## src/rtl/dsp_mac_sequencer_if.sv

```systemverilog
// Bundle of the three buses around the MAC sequencer.
//   in_*    : operand stream (valid/ready), driven by the producer
//   slice_* : connection to the DSP48A1-style slice (A/B/opmode out, P back)
//   res_*   : 48-bit dot-product result (valid/ready), consumed downstream
// master = sequencer side, slave = environment side (producer, slice, consumer).
interface dsp_mac_sequencer_if;
   logic [17:0] in_a;
   logic [17:0] in_b;
   logic        in_valid;
   logic        in_ready;
   logic [17:0] slice_a;
   logic [17:0] slice_b;
   logic [7:0]  slice_op;
   logic [47:0] slice_p;
   logic [47:0] res_data;
   logic        res_valid;
   logic        res_ready;

   modport master (
      input  in_a, in_b, in_valid,
      output in_ready,
      output slice_a, slice_b, slice_op,
      input  slice_p,
      output res_data, res_valid,
      input  res_ready
   );

   modport slave (
      output in_a, in_b, in_valid,
      input  in_ready,
      input  slice_a, slice_b, slice_op,
      output slice_p,
      input  res_data, res_valid,
      output res_ready
   );
endinterface

```

## src/rtl/dsp_mac_sequencer.sv

```systemverilog
// Dot-product controller for a DSP48A1-style slice (A1REG=B1REG=1, MREG=1,
// PREG=1, OPMODEREG=1). Streams LEN operand pairs into the slice, tags each
// issued slot so the opmode reaches the slice in step with the multiplier
// output, waits for the P pipeline to drain and returns P as one result.
// Ports:
//   clk   : clock, rising edge
//   RSTN  : asynchronous reset, active low
//   bus   : dsp_mac_sequencer_if.master (operand in, slice drive, result out)
module dsp_mac_sequencer #(
   parameter int unsigned LEN     = 8,
   parameter int unsigned MUL_LAT = 2
) (
   input logic                 clk,
   input logic                 RSTN,
   dsp_mac_sequencer_if.master bus
);

   localparam int unsigned CNT_W  = (LEN > 1) ? $clog2(LEN) : 1;
   localparam int unsigned DRN_W  = $clog2(MUL_LAT + 2);
   localparam int unsigned PIPE_D = MUL_LAT - 1;

   localparam logic [7:0] OP_RESTART = 8'h01;  // X=M, Z=0
   localparam logic [7:0] OP_ACC     = 8'h09;  // X=M, Z=P
   localparam logic [7:0] OP_HOLD    = 8'h08;  // X=0, Z=P

   typedef enum logic [1:0] {
      S_IDLE,
      S_LOAD,
      S_DRAIN,
      S_DONE
   } state_t;

   state_t             r_state;
   logic [CNT_W-1:0]   r_term_cnt;
   logic [DRN_W-1:0]   r_drain_cnt;
   logic [PIPE_D-1:0]  r_tag_v;
   logic [PIPE_D-1:0]  r_tag_f;
   logic               r_in_ready;
   logic [17:0]        r_slice_a;
   logic [17:0]        r_slice_b;
   logic [7:0]         r_slice_op;
   logic [47:0]        r_res_data;
   logic               r_res_valid;

   logic               w_accept;
   logic               w_first;
   logic               w_last;
   logic [7:0]         w_op;

   assign w_accept = (r_state == S_LOAD) && bus.in_valid && r_in_ready;
   assign w_first  = (r_term_cnt == '0);
   assign w_last   = (r_term_cnt == CNT_W'(LEN - 1));

   // Opmode for the slot leaving the tag delay line; idle/done states hold P.
   always_comb begin
      w_op = OP_HOLD;
      if (r_state != S_IDLE && r_state != S_DONE && r_tag_v[PIPE_D-1]) begin
         w_op = r_tag_f[PIPE_D-1] ? OP_RESTART : OP_ACC;
      end
   end

   // Sequencer state, slot issue, tag delay line and result capture.
   always_ff @(posedge clk or negedge RSTN) begin
      if (!RSTN) begin
         r_state     <= S_IDLE;
         r_term_cnt  <= '0;
         r_drain_cnt <= '0;
         r_tag_v     <= '0;
         r_tag_f     <= '0;
         r_in_ready  <= 1'b0;
         r_slice_a   <= '0;
         r_slice_b   <= '0;
         r_slice_op  <= 8'h00;
         r_res_data  <= '0;
         r_res_valid <= 1'b0;
      end else begin
         // Every cycle issues a slot: a real pair on accept, otherwise a bubble.
         r_slice_a  <= '0;
         r_slice_b  <= '0;
         r_tag_v[0] <= w_accept;
         r_tag_f[0] <= w_accept && w_first;
         for (int unsigned k = 1; k < PIPE_D; k++) begin
            r_tag_v[k] <= r_tag_v[k-1];
            r_tag_f[k] <= r_tag_f[k-1];
         end
         r_slice_op <= w_op;

         case (r_state)
            S_IDLE: begin
               r_state    <= S_LOAD;
               r_in_ready <= 1'b1;
            end
            S_LOAD: begin
               if (w_accept) begin
                  r_slice_a <= bus.in_a;
                  r_slice_b <= bus.in_b;
                  if (w_last) begin
                     r_term_cnt  <= '0;
                     r_drain_cnt <= '0;
                     r_in_ready  <= 1'b0;
                     r_state     <= S_DRAIN;
                  end else begin
                     r_term_cnt <= r_term_cnt + CNT_W'(1);
                  end
               end
            end
            S_DRAIN: begin
               // Last slot needs MUL_LAT+1 edges to land in P; sample P one edge later.
               if (r_drain_cnt == DRN_W'(MUL_LAT + 1)) begin
                  r_drain_cnt <= '0;
                  r_res_data  <= bus.slice_p;
                  r_res_valid <= 1'b1;
                  r_state     <= S_DONE;
               end else begin
                  r_drain_cnt <= r_drain_cnt + DRN_W'(1);
               end
            end
            S_DONE: begin
               if (bus.res_ready) begin
                  r_res_valid <= 1'b0;
                  r_in_ready  <= 1'b1;
                  r_state     <= S_LOAD;
               end
            end
            default: begin
               r_state <= S_IDLE;
            end
         endcase
      end
   end

   assign bus.in_ready  = r_in_ready;
   assign bus.slice_a   = r_slice_a;
   assign bus.slice_b   = r_slice_b;
   assign bus.slice_op  = r_slice_op;
   assign bus.res_data  = r_res_data;
   assign bus.res_valid = r_res_valid;

endmodule

```

## src/flat_wrapper.sv

```systemverilog
// flat-port wrapper written by rule: the top's interface ports become plain ports
module dsp_mac_sequencer_flat 
#(
   parameter int unsigned LEN     = 8,
   parameter int unsigned MUL_LAT = 2
)
  (clk, RSTN, bus_in_a, bus_in_b, bus_in_valid, bus_in_ready, bus_slice_a, bus_slice_b, bus_slice_op, bus_slice_p, bus_res_data, bus_res_valid, bus_res_ready);
  dsp_mac_sequencer_if bus_i ();
  input logic clk;
  input logic RSTN;
  input wire logic [$bits(bus_i.in_a)-1:0] bus_in_a;
  input wire logic [$bits(bus_i.in_b)-1:0] bus_in_b;
  input wire logic [$bits(bus_i.in_valid)-1:0] bus_in_valid;
  output wire logic [$bits(bus_i.in_ready)-1:0] bus_in_ready;
  output wire logic [$bits(bus_i.slice_a)-1:0] bus_slice_a;
  output wire logic [$bits(bus_i.slice_b)-1:0] bus_slice_b;
  output wire logic [$bits(bus_i.slice_op)-1:0] bus_slice_op;
  input wire logic [$bits(bus_i.slice_p)-1:0] bus_slice_p;
  output wire logic [$bits(bus_i.res_data)-1:0] bus_res_data;
  output wire logic [$bits(bus_i.res_valid)-1:0] bus_res_valid;
  input wire logic [$bits(bus_i.res_ready)-1:0] bus_res_ready;
  assign bus_i.in_a = bus_in_a;
  assign bus_i.in_b = bus_in_b;
  assign bus_i.in_valid = bus_in_valid;
  assign bus_in_ready = bus_i.in_ready;
  assign bus_slice_a = bus_i.slice_a;
  assign bus_slice_b = bus_i.slice_b;
  assign bus_slice_op = bus_i.slice_op;
  assign bus_i.slice_p = bus_slice_p;
  assign bus_res_data = bus_i.res_data;
  assign bus_res_valid = bus_i.res_valid;
  assign bus_i.res_ready = bus_res_ready;
  dsp_mac_sequencer #(.LEN(LEN), .MUL_LAT(MUL_LAT)) u_core (.clk(clk), .RSTN(RSTN), .bus(bus_i));
endmodule
```

## config.mk

```make
export PLATFORM = sky130hd
export DESIGN_NAME = dsp_mac_sequencer_flat
export DESIGN_NICKNAME = d
export VERILOG_FILES = /design/src/rtl/dsp_mac_sequencer_if.sv /design/src/rtl/dsp_mac_sequencer.sv /design/src/flat_wrapper.sv
export SDC_FILE = /design/constraint.sdc
export NUM_CORES = 1
export LEC_CHECK = 0
export BUFFER_PORTS_ARGS = -buffer_cell sky130_fd_sc_hd__buf_4
export CAP_MARGIN = 15
export CORE_AREA = 2 2 97 99
export CTS_CLUSTER_SIZE = 8
export DETAILED_ROUTE_END_ITERATION = 6
export DIE_AREA = 0 0 99 101
export HOLD_SLACK_MARGIN = 0.03
export PLACE_DENSITY = 0.73
export SKIP_CTS_REPAIR_TIMING = 1
export SLEW_MARGIN = 20
export SYNTH_ARGS = -nofsm -noshare
export SYNTH_HDL_FRONTEND = slang
export SYNTH_SLANG_ARGS = --single-unit
```

## constraint.sdc

```tcl
create_clock -name clk -period 4.5 [get_ports clk]
set_input_delay 0.9 -clock clk [delete_from_list [all_inputs] [get_ports clk]]
set_output_delay 0.9 -clock clk [all_outputs]
set_load 0.05 [all_outputs]
```

==> impl_metrics.json <==
{
  "drc": 0,
  "vias": 2433,
  "layout_commonest_cell": "buf_4",
  "min_path_type": "reg2reg",
  "cts_buffers": 9,
  "area_delta_synth_final_pct": 40.7,
  "drt_iter0_drc": 36,
  "dp_cells": 519,
  "postRouteAntennaNets": 0,
  "crit_arrival_ns": 2.24,
  "fin_nets": 515,
  "fin_crit_sh_pct": 44.4,
  "synth_cells": 244,
  "max_clock_freq_ghz": 0.500,
  "path_max_fanout": 48,
  "drt_first_pass_iters": 3,
  "routabilityCongestion": 0.694,
  "setup_viol": 0,
  "path_class": "reg2reg",
  "final-max-slew-violation-count": 0,
  "cap_violations": 0,
  "ys_types": 27,
  "clk_latency_ns": 0.35,
  "cts_tree": "yes",
  "synth.avg_cell_area_um2": 15.3,
  "irDropWorstVdd_mv": 0.274,
  "timing.setup.tns_ns": 0,
  "yosys_warnings": 0,
  "crit_path_end_kind": "register",
  "grt_max_degree": 77,
  "crit_path_start": "u_core.r_state[0]",
  "required_ns": 4.74,
  "drive_gt1_share_pct": 57.4,
  "diodes": 0,
  "setup_ws_ns": 2.50,
  "root_buffer": "clkbuf_8",
  "power_density_nw_per_um2": 761,
  "critPathLaunchType": "register",
  "io_buffers": 175,
  "track_usage_pct": 15.2,
  "hold_viol_final": 0,
  "r2r_start": "u_core.r_state[0]",
  "fill_cells": 727,
  "start_util_pct": 41.6,
  "layout_common_cells": "176 x buf_4, 97 x dfrtp_1, 36 x and2_1, 29 x mux2_2, 20 x mux2_4",
  "grt_pass1_wl_mm": 11.9,
  "dp_hpwl_mm": 5.74,
  "rsz0062_at_grt": "no",
  "status": "finished, final reports clean",
  "clock-sinks": 97,
  "io_pins": 182,
  "syn_area_um2": 3740,
  "instances_no_fill": 534,
  "worst_slew_pin_slew_ns": 0.908,
  "grt_pass1_vias": 2396,
  "viasPerCell": 4.56,
  "layout_min_cycle_time_ns": 2.00,
  "die_area_um2": 10000,
  "post-place-ws_ns": 2.01,
  "min_from": "u_core.r_tag_f",
  "die_w_um": 99,
  "coreArea_um2": 8980,
  "dieHeight_um": 101,
  "yosys_register_bits": 97,
  "drt_wl_total_mm": 7.78,
  "crit_slowest_cell": "nand2_4",
  "cp_cell_sequence": "inv_1 -> ha_1 -> nand2_4 -> mux2_4",
  "fp-row-count": 35,
  "path_clk_slew_ns": 0.10,
  "placed_cell_area_um2": 5090,
  "antenna_found_initial": 0,
  "finClkSkew_ns": 0.0138,
  "max_stage_delay_ns": 0.48,
  "cts.path.max_buffers": 2,
  "synth-seq-area-share_pct": 64.9,
  "relSlewSlack_pct": 39.4,
  "avgRoutedWirePerCell_um": 14.6,
  "htreeDepth": 3,
  "overflow": 0,
  "design_area_um2": 5260,
  "power.leakage_nw": 2.76
}
## state kept, by name (all words and copies together) (netlist names)
signal and cells:
u_core.bus.slice_a 18, u_core.r_state 2, u_core.bus.slice_b 18, u_core.r_drain_cnt 2, u_core.bus.res_data 48, u_core.r_term_cnt 3
u_core.r_tag_v 1, u_core.bus.res_valid 1, u_core.bus.in_ready 1, u_core.bus.slice_op 2, u_core.r_tag_f 1
## routing by layer
layer	up-vias	part of all wire (%)	track usage [%]
li1	1145	-	-
met1	1163	41	19.6
met2	117	48	24.1
met3	8	9.0	5.13
met4	0	1.3	5.37
met5	-	0	0
## layout make-up
class / count / area (µm²) / area share, %
Clock buffer: 9 / 124 / 2.36
Clock inverter: 6 / 45.0 / 0.857
Inverter: 5 / 18.8 / 0.357
Multi-Input combinational cell: 130 / 1180 / 22.5
Sequential cell: 97 / 2430 / 46.2
Tap cell: 111 / 139 / 2.64
Timing Repair Buffer: 176 / 1320 / 25.1
## worst paths after layout
| check | end | slack (ns) | depth (start not counted) |
|---|---|---|---|
| worst max-delay path | u_core.bus.res_data[15] | 2.50 | 4 |
| worst min-delay path | u_core.bus.slice_op[3] | 0.44 | 1 |
| worst max register to register | u_core.bus.res_data[15] | 2.50 | 4 |
| worst min register to register | u_core.bus.slice_op[3] | 0.44 | 1 |
| max in group asynchronous | u_core.r_drain_cnt[0] | 2.97 | 2 |
| min in group asynchronous | u_core.bus.res_data[13] | 0.68 | 1 |
## cell usage after synthesis, drive strengths merged
cell | count | area share (%)
buf | 17 | 3.4
nand2 | 7 | 0.90
ha | 8 | 2.7
and3b | 1 | 0.23
or3b | 1 | 0.23
nor2b | 2 | 0.33
a311o | 1 | 0.27
a22o | 1 | 0.23
dfrtp | 97 | 65
inv | 5 | 0.50
nand3 | 2 | 0.27
nand2b | 2 | 0.33
o21ai | 3 | 0.40
o31ai | 2 | 0.40
a221oi | 1 | 0.40
nor2 | 2 | 0.20
o221ai | 1 | 0.23
mux2 | 49 | 17
mux2i | 3 | 0.80
a21oi | 1 | 0.13
and3 | 1 | 0.17
conb | 1 | 0.10
and2 | 36 | 6.0
## cells by family (layout without fill, tap and decap cells)
family	count (synthesis)	in the layout	share of synthesized area, %
DFF	97	97	64.9
other	1	6	0.100
adders and majority gates	8	8	2.68
and+or+nand+nor	54	54	8.70
AOI/OAI and AO/OA	10	10	2.08
buffers and inverters	22	196	3.92
muxes	52	52	17.6
## critical path: cells and delay by family, from the launching register on
| family | cells | cell delay (ns) |
|---|---|---|
| AND/OR/NAND/NOR | 1 | 0.48 |
| multiplexers | 1 | 0.47 |
| flip-flops | 1 | 0.42 |
| adder cells (fa/ha/maj) | 1 | 0.40 |
| buffers and inverters | 1 | 0.09 |
## power by group
group          leakage (nW)  switching, mW  internal (mW)
logic                  1.47           1.40          0.754
clock network        0.0777          0.291          0.200
registers              1.21          0.169           1.19
## metrics by stage
step	power, mW	hold WS (ns)	util [%]
6_report	4.00	0.438	58.6
3_3_place_gp	3.50	0.416	56.7
2_1_floorplan	2.89	0.382	-
5_1_grt	4.20	0.445	58.6
3_5_place_dp	3.55	0.418	56.7
4_1_cts	4.05	0.428	58.6
Power figures use the tool's default switching activity.
